[config.mk]
export PLATFORM = sky130hd
export DESIGN_NAME = bus_rr_arbiter
export DESIGN_NICKNAME = d
export VERILOG_FILES = /design/src/rtl/bus_rr_arbiter.sv
export SDC_FILE = /design/constraint.sdc
export NUM_CORES = 1
export LEC_CHECK = 0
export CAP_MARGIN = 20
export CORE_MARGIN = 2
export CORE_UTILIZATION = 51
export CTS_CLUSTER_DIAMETER = 200
export DETAILED_ROUTE_END_ITERATION = 8
export GPL_ROUTABILITY_DRIVEN = 0
export PLACE_DENSITY_LB_ADDON = 0.2
export SYNTH_ARGS = -nofsm -noshare
export SYNTH_HDL_FRONTEND = slang
export SYNTH_SLANG_ARGS = --single-unit
[constraint.sdc]
create_clock -name clk -period 3.55 [get_ports clk]
set_input_delay 0.71 -clock clk [delete_from_list [all_inputs] [get_ports clk]]
set_output_delay 0.71 -clock clk [all_outputs]
set_load 0.05 [all_outputs]
[src/rtl/bus_rr_arbiter.sv]
// bus_rr_arbiter: round-robin owner selection for the shared 32-bit system bus.
// Grants are one-hot and registered. Each tenure is followed by one turnaround
// cycle. An optional wait-state watchdog is compiled in when BUS_ARB_WATCHDOG_EN
// is defined. That watchdog revokes a tenure stalled on WAIT and masks the owner
// until it drops its request.
module bus_rr_arbiter #(
    parameter int NUM_DEVICES    = 8,
    parameter int ID_WIDTH       = 3,
    parameter int TIMEOUT_CYCLES = 255
) (
    input  logic                   clk,
    input  logic                   reset,
    input  logic [NUM_DEVICES-1:0] req,
    input  logic                   bus_wait,
    output logic [NUM_DEVICES-1:0] grant,
    output logic [ID_WIDTH-1:0]    grant_id,
    output logic                   bus_idle,
    output logic                   timeout
);

    typedef enum logic [1:0] {
        ST_IDLE    = 2'd0,
        ST_OWNED   = 2'd1,
        ST_RELEASE = 2'd2
    } state_t;

    state_t                 state_reg, state_next;
    logic [NUM_DEVICES-1:0] grant_reg, grant_next;
    logic [ID_WIDTH-1:0]    grant_id_reg, grant_id_next;
    logic [ID_WIDTH-1:0]    last_reg, last_next;
    logic                   bus_idle_reg, bus_idle_next;

    logic [NUM_DEVICES-1:0] ereq;
    logic                   owner_req;
    logic [ID_WIDTH-1:0]    cand_idx [NUM_DEVICES];
    logic [NUM_DEVICES-1:0] cand_hit;
    logic [ID_WIDTH-1:0]    sel_idx;
    logic                   sel_valid;
    logic [NUM_DEVICES-1:0] sel_onehot;
    logic                   wd_fire;

`ifdef BUS_ARB_WATCHDOG_EN
    localparam int WCNT_W = $clog2(TIMEOUT_CYCLES + 1);

    logic [WCNT_W-1:0]      wcnt_reg, wcnt_next;
    logic [NUM_DEVICES-1:0] mask_reg, mask_next;
    logic                   timeout_reg, timeout_next;
    logic [NUM_DEVICES-1:0] owner_onehot;

    // A timed-out master stays excluded until it releases its request.
    assign ereq = req & ~mask_reg;

    // The revoke fires on the edge that would make wcnt reach the limit.
    assign wd_fire = (state_reg == ST_OWNED) && owner_req && bus_wait &&
                     (wcnt_reg == WCNT_W'(TIMEOUT_CYCLES - 1));
`else
    // Without the watchdog, WAIT has no effect and TIMEOUT_CYCLES is not used.
    logic unused_cfg;
    assign unused_cfg = ^{bus_wait, 16'(TIMEOUT_CYCLES)};

    assign ereq    = req;
    assign wd_fire = 1'b0;
`endif

    assign owner_req = req[grant_id_reg];

    // Rotated scan order: candidate gi is master (last + 1 + gi) mod NUM_DEVICES.
    genvar gi;
    generate
        for (gi = 0; gi < NUM_DEVICES; gi++) begin : g_cand
            logic [ID_WIDTH:0] sum_w;
            assign sum_w = {1'b0, last_reg} + (ID_WIDTH + 1)'(gi + 1);
            assign cand_idx[gi] = (sum_w >= (ID_WIDTH + 1)'(NUM_DEVICES)) ?
                                  ID_WIDTH'(sum_w - (ID_WIDTH + 1)'(NUM_DEVICES)) :
                                  sum_w[ID_WIDTH-1:0];
            assign cand_hit[gi] = ereq[cand_idx[gi]];
        end
    endgenerate

    // The first hit in rotated order wins. Iterating downward leaves the lowest offset.
    always_comb begin
        sel_idx   = '0;
        sel_valid = 1'b0;
        for (int i = NUM_DEVICES - 1; i >= 0; i--) begin
            if (cand_hit[i]) begin
                sel_idx   = cand_idx[i];
                sel_valid = 1'b1;
            end
        end
    end

    // Decode the winning index to the one-hot grant. Also decode the owner for masking.
    generate
        for (gi = 0; gi < NUM_DEVICES; gi++) begin : g_dec
            assign sel_onehot[gi] = sel_valid && (sel_idx == ID_WIDTH'(gi));
`ifdef BUS_ARB_WATCHDOG_EN
            assign owner_onehot[gi] = (grant_id_reg == ID_WIDTH'(gi));
`endif
        end
    endgenerate

    // Tenure FSM next state. The outputs are computed here and registered below.
    always_comb begin
        state_next    = state_reg;
        grant_next    = grant_reg;
        grant_id_next = grant_id_reg;
        last_next     = last_reg;
`ifdef BUS_ARB_WATCHDOG_EN
        timeout_next  = 1'b0;
`endif
        case (state_reg)
            ST_IDLE: begin
                if (sel_valid) begin
                    grant_next    = sel_onehot;
                    grant_id_next = sel_idx;
                    last_next     = sel_idx;
                    state_next    = ST_OWNED;
                end
            end
            ST_OWNED: begin
                // A request drop wins over a simultaneous expiry and counts as a plain release.
                if (!owner_req) begin
                    grant_next    = '0;
                    grant_id_next = '0;
                    state_next    = ST_RELEASE;
                end else if (wd_fire) begin
                    grant_next    = '0;
                    grant_id_next = '0;
                    state_next    = ST_RELEASE;
`ifdef BUS_ARB_WATCHDOG_EN
                    timeout_next  = 1'b1;
`endif
                end
            end
            ST_RELEASE: begin
                grant_next    = '0;
                grant_id_next = '0;
                state_next    = ST_IDLE;
            end
            default: begin
                grant_next    = '0;
                grant_id_next = '0;
                state_next    = ST_IDLE;
            end
        endcase
        bus_idle_next = (state_next == ST_IDLE);
    end

    // FSM state and registered outputs. Reset clears the grant asynchronously.
    always_ff @(posedge clk or posedge reset) begin
        if (reset) begin
            state_reg    <= ST_IDLE;
            grant_reg    <= '0;
            grant_id_reg <= '0;
            last_reg     <= ID_WIDTH'(NUM_DEVICES - 1);
            bus_idle_reg <= 1'b1;
        end else begin
            state_reg    <= state_next;
            grant_reg    <= grant_next;
            grant_id_reg <= grant_id_next;
            last_reg     <= last_next;
            bus_idle_reg <= bus_idle_next;
        end
    end

`ifdef BUS_ARB_WATCHDOG_EN
    // Wait counter: it restarts at each new grant, counts WAIT cycles, and saturates.
    // Mask bits clear on a dropped request and are set on a revoke.
    always_comb begin
        wcnt_next = wcnt_reg;
        mask_next = mask_reg & req;
        if (state_reg == ST_IDLE && sel_valid) begin
            wcnt_next = '0;
        end else if (state_reg == ST_OWNED && owner_req) begin
            if (!bus_wait) begin
                wcnt_next = '0;
            end else if (wcnt_reg != WCNT_W'(TIMEOUT_CYCLES)) begin
                wcnt_next = wcnt_reg + WCNT_W'(1);
            end
        end
        if (wd_fire) begin
            mask_next = mask_next | owner_onehot;
        end
    end

    // Watchdog state registers.
    always_ff @(posedge clk or posedge reset) begin
        if (reset) begin
            wcnt_reg    <= '0;
            mask_reg    <= '0;
            timeout_reg <= 1'b0;
        end else begin
            wcnt_reg    <= wcnt_next;
            mask_reg    <= mask_next;
            timeout_reg <= timeout_next;
        end
    end

    assign timeout = timeout_reg;
`else
    assign timeout = 1'b0;
`endif

    assign grant    = grant_reg;
    assign grant_id = grant_id_reg;
    assign bus_idle = bus_idle_reg;

endmodule

---- Yosys cells after proc, flatten, opt, wreduce, memory -nomap -nowiden ----
Cells that the tools add are included.
word-level totals
  input bits .............................. 11
  word-level logic and storage cells ...... 112
  output and inout bits ................... 13
  bits in registers ....................... 17
operators by class
  reduce and logical (&&, ||, !) cells .... 13
  multiplexer cells ....................... 51
  order comparisons ....................... 17
  equal/unequal tests ..................... 10
  $add $sub $neg .......................... 16
operators with widths
  kind                                                  number
  two-way mux 3 bit                                     18
  < comparator 3 x 4 -> 1 bit (second input constant)   9
  >= comparator 4 bit (second input constant)           8
  binary-select mux 1 bit (select 3 bit)                9
  subtractor 3 x 1 -> 3 bit (second input constant)     8
  two-way mux 1 bit                                     17
  adder 3 x 3 -> 4 bit (second input constant)          4
  two-way mux 8 bit                                     2
  one-hot mux 8 bit (2 select lines)                    1
  equality test 3 bit (second input constant)           4
  adder 3 x 2 -> 4 bit (second input constant)          2
  logical AND 1 bit                                     8
  equality test 3 x 2 -> 1 bit (second input constant)  2
  one-hot mux 3 bit (2 select lines)                    1
  adder 3 x 1 -> 4 bit (second input constant)          1
  adder 3 x 4 -> 4 bit (second input constant)          1
  zero test 2 bit                                       2
  two-way mux 2 bit                                     2
  inequality test 2 bit (second input constant)         2
  one-hot mux 2 bit (2 select lines)                    1
  AND reduction 2 bit                                   2
  equality test 3 x 1 -> 1 bit (second input constant)  1
  zero test 3 bit                                       1
  equality test 2 x 1 -> 1 bit (second input constant)  1

---- Longest topological paths before layout ----
Gate-level depths: netlist of run 1.
  word-level depth ........................ 17
  depth in mapped cells ................... 13
  depth with buffers taken out ............ 9

---- Least setup slack after synthesis of run 1 ----
OpenSTA, ideal clock, no wires.
  path kind ............................... reg2reg
  start ................................... reg last_reg[1]
  end ..................................... reg grant_reg[2] (netlist: grant[2])
  buffers on the path ..................... 3
  slack ................................... 0.083 ns
  data arrival time ....................... 3.345 ns
  setup time .............................. 0.122 ns
  required time ........................... 3.428 ns
  clock period less this slack ............ 3.467 ns
  stages on the path, launching flop included .. 13
  cell sequence ........................... dfstp_2 > buf_2 > buf_4 > clkinv_1 > ha_1 > buf_4 > mux2i_1 > mux4_2 > a41o_1 > a211o_1 > a311oi_1 > a311oi_1 > a32o_1
between the ends
  word-level cells in the longest chain between the ends .. 17
  elaborated cells between the ends (all ways) .. 70
  those cells by class .................... add/sub: 16; order compare: 8; eq/ne: 2; mux: 42; reduce/logical: 2
RTL lines
  element                                                           RTL line  text
  start: declaration                                                30        logic [ID_WIDTH-1:0] last_reg, last_next;
  start signal: assignment                                          155       last_reg <= ID_WIDTH'(NUM_DEVICES - 1);
  start signal: assignment                                          161       last_reg <= last_next;
  adder 3 x 4 -> 4 bit                                              72        assign sum_w = {1'b0, last_reg} + (ID_WIDTH + 1)'(gi + 1);
  >= comparator 4 bit or subtractor 3 x 1 -> 3 bit (tied branches)  73, 74
  two-way mux 3 bit                                                 73        assign cand_idx[gi] = (sum_w >= (ID_WIDTH + 1)'(NUM_DEVICES)) ?
  binary-select mux 1 bit (select 3 bit)                            76        assign cand_hit[gi] = ereq[cand_idx[gi]];
  two-way mux 1 bit (implied by the code)                           76
  two-way mux 3 bit (8 in a row)                                    85        if (cand_hit[i]) begin
  equality test 3 x 2 -> 1 bit                                      95        assign sel_onehot[gi] = sel_valid && (sel_idx == ID_WIDTH'(gi));
  logical AND 1 bit                                                 95
  two-way mux 8 bit                                                 113       if (sel_valid) begin
  one-hot mux 8 bit (2 select lines)                                111       case (state_reg)
  end signal: assignment                                            159       grant_reg <= grant_next;
  end: declaration                                                  28        logic [NUM_DEVICES-1:0] grant_reg, grant_next;
Parallel ways exist; a longest one is shown, timed or not. The select of a mux whose other input is x is not followed.
A chain may end at the register's enable or synchronous reset.

---- Worst setup path in the final report of run 1 ----
Ends and elaborated chain as after synthesis.

==> results of run 1 <==
cells in the mapped netlist, drive strengths merged, types with 4 or more instances:
| cell type | number |
|---|---|
| dfrtp | 13 |
| nor2 | 10 |
| clkbuf | 9 |
| o21ai | 7 |
| a21oi | 6 |
| mux4 | 18 |
| buf | 12 |
| mux2i | 18 |
| a32o | 6 |
| and2 | 6 |
| nand2 | 22 |
| nor2b | 8 |
| dfstp | 4 |
| o311ai | 4 |
| mux2 | 6 |
| inv | 5 |
| nand3 | 7 |
| o31ai | 4 |
cells by family after synthesis:
kind of cell             after synthesis  share of synthesized area [%]
AND/OR/NAND/NOR                       65                           16.8
AO/OA/AOI/OAI                         50                           19.1
multiplexers                          42                           32.6
buffers and inverters                 27                           6.58
flip-flops                            17                           21.4
XOR/XNOR                               4                           2.11
adder cells (fa/ha/maj)                2                           1.24
other                                  1                          0.186
layout make-up:
class	count	area, µm²
clock buffer	3	41.3
clock inverter	1	5.00
fill	323	1330
inverter	6	22.5
multi-input combinational	164	1460
sequential	17	430
tap	48	60.1
timing repair buffer	40	365
placed cells by master (no fill, tap or decap), types with 2 or more instances in the layout:
cell type,instances
nand2_1,22
clkdlybuf4s50_1,21
mux4_2,18
mux2i_1,18
buf_4,18
dfrtp_1,13
nor2_1,9
nor2b_1,8
nand3_1,7
and2_1,6
a32o_1,6
a21oi_1,6
o21ai_0,6
mux2_2,5
inv_1,5
o311ai_0,4
o31ai_1,4
dfstp_2,4
nand2b_1,3
nor3_1,3
or2_2,3
clkbuf_8,3
xor2_1,2
a22oi_1,2
a211oi_1,2
a31oi_1,2
a211o_1,2
ha_1,2
critical path: cells and delay by family, from the launching register on:
kind / cells / cell delay [ns]
AOI/OAI and AO/OA: 5 / 1.38
muxes: 2 / 0.61
DFF: 1 / 0.53
buffers and inverters: 2 / 0.30
adders and majority gates: 1 / 0.41
stage by stage:
step / cell area, µm² / setup slack [ns] / cells / util [%] / hold WS (ns)
2_1_floorplan: 2010 / 0.0829 / 208 / - / 0.430
3_3_place_gp: 2330 / 0.107 / 275 / 62.7 / 0.449
3_5_place_dp: 2330 / 0.0556 / 275 / 62.7 / 0.466
4_1_cts: 2380 / 0.220 / 279 / 63.9 / 0.479
5_1_grt: 2380 / 0.0217 / 279 / 64.1 / 0.491
6_report: 2380 / 0.219 / 279 / 64.1 / 0.473
routing by layer:
layer / GRT usage, % / vias up / wire length, µm
li1: - / 852 / -
met1: 37.0 / 928 / 2270
met2: 45.1 / 103 / 2710
met3: 4.05 / 19 / 439
met4: 11.7 / 0 / 121
met5: 0 / - / 0
final timing paths:
check	from	end	cells past startpoint
worst min register to register	state_reg[1]	state_reg[1]	1
max in group asynchronous	reset	grant[0]	2
min in group asynchronous	reset	state_reg[0]	2
worst min-delay path	state_reg[1]	state_reg[1]	1
worst max register to register	last_reg[1]	grant[2]	10
worst max-delay path	last_reg[1]	grant[2]	10
==> results by stage, run 1 <==
Setup path:
- Setup slack on the worst reg-to-reg path comes out at 0.22 ns.
- In this design, the stage delay of the slowest critical-path cell is 0.53 ns.
- The data arrival time at the worst-slack endpoint is 3.47 ns.
- The kind of end point of the critical path is a register.
- The startpoint kind of the worst setup timing path is a register.
- STA puts the critical path data required time at 3.69 ns.
- The worst setup path is of the register to register kind.
- The largest individual stage delay along the critical path comes from the cell dfstp_2.
- Traced cell by cell, the critical path runs through clkinv_1, ha_1, buf_4, mux2i_1, mux4_2, a41o_1, a211o_1, a311oi_1, a311oi_2, a32o_1.
- Along the worst path, the maximum fanout reaches 6.

Timing:
- Static timing analysis puts the maximum clock frequency at 300 MHz.
- For the final database, setup skew stands at 0.00884 ns.
- Setup repair after global routing left no endpoint under its margin.
- For the pin with the worst max-slew slack, the measured transition is 0.644 ns.
- The number of endpoints with negative hold slack in the final report is 0.
- Dividing the final minimum period by the clock period gives 93.8%.
- The worst path in the final design needs a cycle of 3.33 ns, including I/O delays and setup.
- The final-report setup violation count is 0.
- The aggregate negative setup slack is 0 ns.
- In this run the tightest slew margin relative to its limit is 57.0%.
- The total count of max-transition violations in the final report is 0.

Finish:
- The register with the most flip-flops in the layout has 8 of them.
- The synthesis-to-finish area growth is 18.3%.
- The total number of nets in the final design is 245.
- The repair_antennas step left the layout with diodes totalling 0.
- The fraction of final layout cells sized beyond drive strength 1 is 26.4%.

Synthesis:
- The mean area per synthesized cell is 9.68 µm².
- Synthesis instantiated 53 different standard cells from the library.
- The share of the synthesized area in the top cell type is 20.1%.
- The cell count after synthesis is 208.
- The number of nets in the synthesized netlist is 221.
- During synthesis, Yosys emitted a total of 0 warnings.
- Counting flops with a built-in enable in the synthesized netlist gives 0.
- In the synthesized netlist the async set-or-reset flop fraction comes to 100%.
- The synthesized design spends more area on one cell type than any other, namely mux4_2.
- The register bit total from synthesis is 17.
- After synthesis, the cell types taking the most area are mux4_2 (20%), dfrtp_1 (16%), mux2i_1 (8.9%).
- Sequential elements use 21.4% of the synthesized area.
- For this run, the leading register cell type out of synthesis is dfrtp_1.
- The post-synth design cell area is 2010 µm².

Floorplanning:
- The area inside the core boundary is 3720 µm².
- For this configuration, the core starts out at a cell density of 54.2%.
- The overall die width is 66.8 µm.
- 24 I/O pins were placed.
- The full die area is 4470 µm².
- The floorplan row count is 22.
- The die is 66.8 µm tall.

GRT:
- Entering global routing, the biggest net connects 32 pins.
- The global-route congestion overflow total is 0.
- The first-pass GRT wire length is 9320 µm.
- The number of antenna violations at the first check in global routing is 0.
- Global routing consumed, over all layers together, 27.8% of the routing resources.
- The via count of the first global-routing pass is 1929.

Placement:
- The number of input and output port buffers inserted is 21.
- The HPWL after detailed placement is 4140 µm.

Clocking:
- The root buffer cell is clkbuf_8.
- The total of cells resized after clock tree synthesis is 0.
- Post-CTS timing repair inserted 0 buffers for setup.
- For this design, the CTS-stage hold fixing added 0 buffers.
- TritonCTS built the clock tree.
- Counting the buffers created by CTS gives 3.
- The deepest clock path buffer count is 2.
- In this run the number of H-tree levels came out at 1.
- The later pin in the worst-skew pair is clocked with a latency of 0.25 ns.
- The number of clock sinks is 17.
- After clock tree synthesis, the clock-pin slew on the worst setup and hold paths is 0.07 ns.

Status:
- The run finished with clean final reports.

Min path:
- The worst min-delay path category is register to register.

Routing:
- In the final routed layout, each cell accounts on average for 19.8 µm.
- The initial detailed-routing violation count is 237.
- The final antenna-violating net count is 0.
- Dividing the detail-routed via count by the number of cells gives 6.82.
- The detailed router placed 1902 vias in this run.
- The aggregate routed wire length is 5540 µm.
- The total DRC errors in the routed layout is 0.
- The first detailed-routing pass ran for 4 iterations.

Flow run:
- The number of max-cap violations is 0.
Power of run 1 is left out: the tool's default activity adds up to more than one toggle a clock period on the data nets, which glitch-free logic cannot reach.
==> inputs of run 2 (changes only) <==
- clock period: 3.55 -> 2.8 ns (I/O delays scaled with it)
==> run 2 against run 1 <==
Net effect:
- clock skew decreased by 0.0012 ns
- register-to-register slack got worse by 0.43 ns
- critical endpoint is now grant[6]
- routed wire length increased by 16%
- design area increased by 21%
- sequential share of layout area decreased by 3.1 points
- final cell count increased by 15%
- worst hold slack improved by 0.012 ns
- highest routed layer unchanged
- the flow now finishes with violations (setup timing)
- setup slack got worse by 0.43 ns
- fmax increased by 11%
- non-clock buffer count increased by 42
==> results by stage, run 2 (synthesized netlist as in run 1, its figures left out) <==
Status:
- The flow ran to the end, but the final reports show violations.
- The final reports fail on setup timing.

Finish:
- Leaving out fill and tap cells, the most frequent cells in the layout are buf_4 (51), nand2_1 (22), mux4_2 (18).
- The fraction of final layout cells sized beyond drive strength 1 is 44.7% (+18 points).
- The total number of nets in the final design is 287 (+17%).
- The number of antenna repair diodes is 0 (unchanged).
- The post-route core utilization is 77.6% (+14 points).
- The count of non-filler cells in the finished layout was 321 (+15%).
- The total of fill cells in the finished design is 247 (-24%).
- The number of flip-flops under the largest register name is 8 (unchanged).
- The area taken by flip-flops and latches is 430 µm² (unchanged).
- Leaving out fill and tap cells, the most frequent cell in the layout is buf_4.
- The area used by multi-input combinational logic is 1580 µm² (+8.4%).
- Compared with the post-synthesis result, the final layout area differs by 43.2%.

Clocking:
- The number of CTS-inserted buffers is 3 (unchanged).
- The maximum level of the CTS H-tree is 1 (unchanged).
- The clock insertion delay at the later pin of the skew report is 0.26 ns (about the same).
- The cell sitting at the root of the clock tree is a clkbuf_8.
- The deepest clock path buffer count is 2 (unchanged).
- The number of clock sinks came to 17 (unchanged).
- The clock-pin slew of the registers on the worst-case setup and hold paths is 0.07 ns (about the same).
- The clock tree from TritonCTS is built.

Timing:
- The worst slew slack as a fraction of its limit came to 57.0% (about the same).
- The total count of max-transition violations in the final report is 0 (unchanged).
- The worst-case clock skew was 0.00765 ns (-0.00119 ns).
- Setup repair after global routing could not meet its margin everywhere.
- The final worst setup slack is -0.212 ns (-0.432 ns).
- The final-report setup violation count is 14 (+14).
- The number of endpoints with negative hold slack in the final report is 0 (unchanged).
- The final cycle utilization of the critical path is 108% (+14 points).
- The clock period minus worst slack is 3.01 ns (-0.318 ns).
- The slew at the pin with the worst max-slew slack was 0.645 ns (+0.000840 ns).
- The maximum operating frequency was 332 MHz (+11%).

Flow run:
- The number of max-cap violations is 0 (unchanged).

Placement:
- The number of input and output port buffers inserted is 21 (unchanged).
- The detailed-placement wirelength estimate is 4620 µm (+12%).
- The number of placed instances, taps included is 306 (+11%).

Routing:
- The final antenna-violating net count is 0 (unchanged).
- The number of detailed-route iterations in the first pass is 4 (unchanged).
- The initial detailed-routing violation count is 254 (+7.2%).
- The total DRC errors in the routed layout is 0 (unchanged).
- The via count is 2134 (+12%).
- The post-detailed-route via-to-cell ratio was 6.65 (-2.5%).
- The aggregate routed wire length is 6440 µm (+16%).
- The per-cell routed wire length is 20.1 µm (+1.1%).

Setup path:
- The worst setup path is captured at a register.
- The length in cells of the worst reg-to-reg path is 10 (unchanged).
- The worst setup path is launched from a register.
- The data arrival time at the worst-slack endpoint is 3.16 ns (-0.31 ns).
- The critical setup path kind is register to register.
- The maximum fanout along the worst path is 4 (-2).
- The required arrival time at the worst endpoint is 2.95 ns (-0.74 ns).

Floorplanning:
- The effective utilization at floorplan is 54.2% (unchanged).
- The total I/O pin count is 24 (unchanged).
- The overall die width is 66.8 µm (unchanged).
- The floorplan row count is 22 (unchanged).
- The die extent in y is 66.8 µm (unchanged).
- The area inside the core boundary is 3720 µm² (unchanged).
- The full die area is 4470 µm² (unchanged).

Min path:
- The worst hold path belongs to the class register to register.
- The hold path depth is 2 (+1).

GRT:
- The first-pass GRT wire length is 10200 µm (+9.8%).
- The global-route congestion overflow total is 0 (unchanged).
- The via count of the first global-routing pass is 2158 (+12%).
- The global-route usage over all layers is 30.6% (+2.9 points).
- The number of antenna violations at the first check in global routing is 0 (unchanged).
- The pin count of the biggest net entering global routing is 27 (-16%).
## run 2: changes by cell type in the layout (fill, tap and decap cells not counted), sizes merged
cell           change
buf               +41
clkdlybuf4s50      -5
dlymetal6s2s       +5
clkbuf             +1
## run 2: layout make-up
class | instances | share of cell area [%]
multi-input combinational | 164 | 54.8
timing repair buffer | 82 | 25.7
sequential | 17 | 14.9
tap | 48 | 2.08
inverter | 6 | 0.954
clock inverter | 1 | 0.173
clock buffer | 3 | 1.43
## run 2: routing by layer
metal | share of wire [%] | wire length (µm) | GRT usage [%] | vias to the layer above
li1 | - | - | - | 928
met1 | 39 | 2490 | 38.6 | 1048
met2 | 50 | 3220 | 52.4 | 136
met3 | 8.6 | 553 | 6.25 | 22
met4 | 2.8 | 181 | 9.95 | 0
met5 | 0 | 0 | 0 | -
## run 2: worst max-delay path, cell delays in order (launching register included)
cell and delay, ns:
dfstp_2 0.57, inv_2 0.06, ha_4 0.27, buf_6 0.14, mux2i_1 0.14, mux4_2 0.52
a41o_1 0.21, a211o_1 0.26, a311oi_2 0.32, a311oi_2 0.14, a32o_1 0.29
## run 2: per-stage QoR
step,TNS (ns),area (µm²),hold WS [ns],worst slack (ns)
floorplan,-1.91,2090,0.430,-0.250
global placement,-4.34,2620,0.454,-0.360
detailed placement,-5.68,2620,0.472,-0.433
CTS,-0.963,2750,0.488,-0.129
global route,-3.60,2890,0.517,-0.318
finish,-1.85,2890,0.486,-0.212
## run 2: final timing paths
check,start,endpoint,slack [ns]
max in group asynchronous,reset,grant[3],1.70
min reg2reg,grant[3],grant[3],0.49
min,grant[3],grant[3],0.49
max,last_reg[0],grant[6],-0.21
min in group asynchronous,reset,grant_id[0],0.68
max reg2reg,last_reg[0],grant[6],-0.21
## run 2: repair_timing
action | CTS | global route
setup endpoints to repair | 14 | 16
hold buffers | 0 | 0
buffers inserted | 6 | 4
pin swaps | 8 | 11
gates resized for setup | 13 | 24
cloned | 0 | 1
Power of run 2 is left out for the same reason.
